<file path="config.mk">
export PLATFORM = sky130hd
export DESIGN_NAME = bus_activity_monitor
export DESIGN_NICKNAME = d
export VERILOG_FILES = /design/src/rtl/bus_activity_monitor.sv
export SDC_FILE = /design/constraint.sdc
export NUM_CORES = 1
export LEC_CHECK = 0
export BUFFER_PORTS_ARGS = -buffer_cell sky130_fd_sc_hd__buf_2
export CAP_MARGIN = 20
export CORE_ASPECT_RATIO = 0.75
export CORE_UTILIZATION = 55
export CTS_CLUSTER_DIAMETER = 100
export DETAILED_ROUTE_END_ITERATION = 7
export GPL_ROUTABILITY_DRIVEN = 0
export PLACE_DENSITY_LB_ADDON = 0.05
export RECOVER_POWER = 100
export SYNTH_ARGS = -nofsm -noshare
export SYNTH_HDL_FRONTEND = slang
export SYNTH_SLANG_ARGS = --single-unit
export TNS_END_PERCENT = 30
</file>
<file path="constraint.sdc">
create_clock -name ck -period 6.3 [get_ports ck]
set_clock_uncertainty 0.2 [all_clocks]
set_input_delay 0.63 -clock ck [delete_from_list [all_inputs] [get_ports ck]]
set_output_delay 0.63 -clock ck [all_outputs]
set_load 0.1 [all_outputs]
</file>
<file path="src/rtl/bus_activity_monitor.sv">
// bus_activity_monitor
// Measures switching activity on an encoded bus over a fixed window of WIN
// transition samples. It reports the total number of bit toggles, the largest
// single-cycle Hamming distance and the sample count. A sticky flag is set if
// the toggle accumulator clipped.
//
// Ports
//   ck          rising-edge clock
//   rst         asynchronous, active-high reset
//   start       single-cycle request to arm a measurement (IDLE/DONE only)
//   bus_in      encoded bus word under measurement
//   valid_in    bus_in carries a meaningful word this cycle
//   busy        high while armed or running
//   done        high while results are final
//   trans_total accumulated bit transitions (saturating)
//   max_hd      largest single-cycle Hamming distance seen
//   samples     transition samples counted so far (never exceeds WIN)
//   sat         sticky: trans_total clipped at its maximum
//   state       current FSM state, for observation only
//
// Input qualification: bus_in is consumed on every rising edge where
// valid_in=1 while the monitor is in ARM or RUN. There is no back-pressure.
// The monitor is always ready, and words presented outside ARM/RUN are
// silently dropped.
module bus_activity_monitor #(
    parameter int W     = 9,
    parameter int CNT_W = 24,
    parameter int WIN   = 256
) (
    input  logic                       ck,
    input  logic                       rst,
    input  logic                       start,
    input  logic [W-1:0]               bus_in,
    input  logic                       valid_in,
    output logic                       busy,
    output logic                       done,
    output logic [CNT_W-1:0]           trans_total,
    output logic [$clog2(W+1)-1:0]     max_hd,
    output logic [15:0]                samples,
    output logic                       sat,
    output logic [1:0]                 state
);

    localparam int HD_W = $clog2(W+1);

    localparam logic [1:0] S_IDLE = 2'd0;
    localparam logic [1:0] S_ARM  = 2'd1;
    localparam logic [1:0] S_RUN  = 2'd2;
    localparam logic [1:0] S_DONE = 2'd3;

    logic [1:0]     cur_state;
    logic [W-1:0]   prev;
    logic [W-1:0]   diff;
    logic [HD_W-1:0] hd;
    logic [CNT_W:0] sum;
    logic           last_sample;

    // Hamming distance between the incoming word and the previous one.
    // This is purely combinational so it is usable on the same edge.
    always_comb begin
        diff = bus_in ^ prev;
        hd   = '0;
        for (int i = 0; i < W; i++) begin
            hd = hd + HD_W'(diff[i]);
        end
    end

    // One extra bit catches the carry that signals a clipped addition.
    assign sum         = {1'b0, trans_total} + (CNT_W+1)'(hd);
    assign last_sample = (samples == 16'(WIN - 1));

    always_ff @(posedge ck or posedge rst) begin
        if (rst) begin
            cur_state   <= S_IDLE;
            prev        <= '0;
            trans_total <= '0;
            max_hd      <= '0;
            samples     <= '0;
            sat         <= 1'b0;
        end else begin
            case (cur_state)
                S_IDLE, S_DONE: begin
                    // start has priority over a word arriving in the same cycle.
                    // That word is not captured.
                    if (start) begin
                        cur_state   <= S_ARM;
                        trans_total <= '0;
                        max_hd      <= '0;
                        samples     <= '0;
                        sat         <= 1'b0;
                    end
                end
                S_ARM: begin
                    // The first valid word only seeds the reference value.
                    if (valid_in) begin
                        prev      <= bus_in;
                        cur_state <= S_RUN;
                    end
                end
                S_RUN: begin
                    if (valid_in) begin
                        prev <= bus_in;
                        if (sum[CNT_W]) begin
                            trans_total <= '1;
                            sat         <= 1'b1;
                        end else begin
                            trans_total <= sum[CNT_W-1:0];
                        end
                        if (hd > max_hd) begin
                            max_hd <= hd;
                        end
                        samples <= samples + 16'd1;
                        if (last_sample) begin
                            cur_state <= S_DONE;
                        end
                    end
                end
                default: cur_state <= S_IDLE;
            endcase
        end
    end

    assign busy  = (cur_state == S_ARM) || (cur_state == S_RUN);
    assign done  = (cur_state == S_DONE);
    assign state = cur_state;

endmodule

</file>
==> implementation parameters <==
Parameter                              Value

Floorplanning
  Vertical extent of the die ... 70.5 um
  Std-Cell Rows ... 24
  Core footprint ... around 5900 sq um
  Width of the chip ... between 90 and 100 um
  Initial Utilization ... about three fifths
  I/O pin count ... 62
  Total die area ... 6580 sq um

Run status
  Result of the run ... complete, but fails checks
  Violations in the final reports ... capacitance limit, slew limit

Placement
  Estimated wirelength of the detail-placed design ... roughly 5500 um
  Buffers on Ports ... 61
  Cell area reported after detailed placement ... around 3800 sq um

Worst setup path
  Longest individual stage delay on the worst path ... roughly 0.52 ns
  Crit-path cells ... xnor2_1 -> fa_1 -> fa_1 -> fa_1 -> fa_1 -> fa_1 -> fa_1 -> nand2b_1 -> a211oi_1 -> nand4bb_1 -> buf_4 -> a21o_1 -> o21ai_0
  Most Frequent Cell on Critical Path ... fa_1
  Crit path required time ... roughly 6.3 ns
  Critical Path AT ... approximately 5.3 ns
  Worst r2r path cells ... 13
  Endpoint type of the worst setup path ... register
  Category of the worst setup path launch point ... register
  Register-to-register setup slack ... 1.02 ns
  Reg-to-reg startpoint ... prev[1]$_DFFE_PP0P_
  End of the worst register-to-register path ... trans_total[1]$_DFFE_PP0P_
  Kind of critical path ... reg2reg
  Critical path peak fanout ... 17
  Launching element of the worst setup path ... prev[1]$_DFFE_PP0P_
  Crit-path slowest cell ... fa_1

Run
  Max Cap Violations ... 1

Drt
  Final antenna-violating net count ... 0
  Number of design-rule violations left by the first detailed-router iteration ... 153
  Post-detailed-route via-to-cell ratio ... about 6
  Detailed Routing Iterations Pass 1 ... 4
  Remaining DRCs ... 0
  Total length of routed wires ... about 8000 um
  Final routed wire length divided by cell count ... approximately 16 um
  Vias post-DR ... 2852

GRT
  Via count of the first global-routing pass ... about 2600
  Grt ovf ... 0
  Global-route wire length before repair ... between 10000 and 15000 um
  Antenna violations before repair ... 0
  Total global routing track utilization ... between 20 and 30%
  Pin count of the biggest net entering global routing ... between 50 and 60

Synth
  Share of synthesized area occupied by flip-flops and latches ... between 40% and 50%
  Total nets after synthesis ... 384
  Async SR Flop Fraction ... between 90% and 100%
  Post-synth cell types ... 53
  Dominant cells by area after synthesis ... dfrtp_1 41%, ha_1 5.1%, a22o_1 3.8%
  EDFF count, synth ... 0
  Synth area leader ... dfrtp_1
  Portion of synthesized cell area occupied by the leading cell type ... between 40% and 50%
  Yosys synthesis warning count ... 0
  Cells after Synth ... about 350
  Yosys reg bits ... 56
  Synthesized cell area ... 3440 sq um
  Most frequently used flop master after synthesis ... dfrtp_1
  Mean instance size in the synthesized netlist ... between 9 and 10 sq um

Layout
  Leading cell type in the layout, fill and taps excluded ... dfrtp_1
  Fillcell total ... 509
  Area Growth Syn to Fin ... 12.0%
  Fraction of final layout cells with drive strength greater than 1 ... about a tenth
  Area of the multi-input gates ... between 1500 and 2000 sq um
  Number of nets at the end of the flow ... between 400 and 500
  Sequential cell area ... between 1000 and 1500 sq um
  Diode insertion count for antenna repair ... 0
  Final instance area ... a little under 4000 sq um
  Leading cell types in the layout, fill and taps excluded ... 56 x dfrtp_1, 50 x clkbuf_1, 28 x o21ai_0

Min path
  Worst hold-check path type ... reg2reg
  Startpoint of the most critical hold path ... sat$_DFFE_PP0P_
  Worst hold path endpoint ... sat$_DFFE_PP0P_
  Worst hold path stage count ... 1

Clock network
  Clock Latency Late Sink ... between 0.3 and 0.4 ns
  Clk slew on worst S/H paths ... 0.10 ns
  Buffers from clock root to sink, at most ... 2
  Total clock sinks ... 56
  Clock root buffer ... clkbuf_8
  TritonCTS clock tree ... done
  Resized Gates After CTS ... 0
  Clock H-tree levels ... 2
  Number of buffers added for setup after CTS ... 0
  CTS Buf Count ... 5
  Post-CTS Hold Buffers ... 0

STA
  Min Tclk post-route ... 5.28 ns
  RSZ-0062 raised after global routing ... no
  Final setup violating endpoints ... 0
  Max-slew headroom at the worst pin ... -102%
  Period utilization ... between 80% and 90%
  Slew at the pin closest to its max-slew limit ... about 3.0 ns
  Final-report max-slew violation count ... between 50 and 60
  Fin. Hold Viols ... 0
  Sum of negative setup slack ... 0 ns
  Fmax achieved ... 0.190 GHz
==> worst max path at each step <==
stage | slack [ns] | end | cells past startpoint
4_1_cts | 1.19 | trans_total[22]$_DFFE_PP0P_ | 12
6_report | 1.02 | trans_total[1]$_DFFE_PP0P_ | 13
2_1_floorplan | 1.25 | trans_total[17]$_DFFE_PP0P_ | 14
3_3_place_gp | 0.96 | trans_total[21]$_DFFE_PP0P_ | 15
3_5_place_dp | 0.91 | trans_total[22]$_DFFE_PP0P_ | 13
5_1_grt | 0.71 | trans_total[3]$_DFFE_PP0P_ | 13
==> worst max-delay path, delay by kind of cell, from the launching register on <==
kind | cells | cell delay, ns
fa+ha+maj | 6 | 2.92
simple gates | 2 | 0.44
xor+xnor | 1 | 0.22
buf+inv | 1 | 0.26
flops | 1 | 0.41
compound gates | 3 | 0.74
==> cell type report <==
class,instances,area share [%]
clock buffer,5,1.79
clock inverter,2,1.56
inverter,22,2.14
multi-input combinational,257,48.5
sequential,56,36.4
tap,78,2.53
timing repair buffer,65,7.11
==> Yosys cell counts (9+ instances only) <==
| master | instances |
|---|---|
| nand3_1 | 14 |
| xor2_1 | 12 |
| o21ai_0 | 25 |
| nor2_1 | 16 |
| inv_1 | 22 |
| xnor2_1 | 11 |
| nand2_1 | 27 |
| a22o_1 | 15 |
| ha_1 | 14 |
| dfrtp_1 | 56 |
| a21oi_1 | 12 |
| a21o_1 | 9 |
| mux2_2 | 9 |
==> per-stage QoR <==
stage	hold slack (ns)	instances	setup slack [ns]	util [%]
finish	0.311	485	1.02	65.1
global route	0.354	485	0.713	65.1
CTS	0.310	484	1.19	66.2
detailed placement	0.286	477	0.907	64.0
global placement	0.269	477	0.956	64.0
floorplan	0.302	351	1.25	-
==> layer usage <==
metal | routed length, um | GRT usage (%) | vias up | share of wire, %
met5 | 0 | 0 | - | 0
met4 | 80 | 7.01 | 0 | 1.0
met3 | 425 | 5.01 | 9 | 5.3
met2 | 3420 | 35.3 | 91 | 43
met1 | 4070 | 41.1 | 1376 | 51
li1 | - | - | 1376 | -
==> kinds of logic after synthesis <==
family	share of synthesized area (%)
AOI/OAI and AO/OA	19.2
xor gates and xnor gates	5.86
adders and majority gates	8.59
buffers and inverters	4.66
DFF	40.7
muxes	4.40
and+or+nand+nor	16.6
==> sequential cells by signal, indices dropped and copies added, names as in the netlist <==
name and cells:
state 2, prev 9, trans_total 24, max_hd 4, sat 1, samples 16
Power is left out: the tool's default activity adds up to more than one toggle a clock period on the data nets, which glitch-free logic cannot reach.
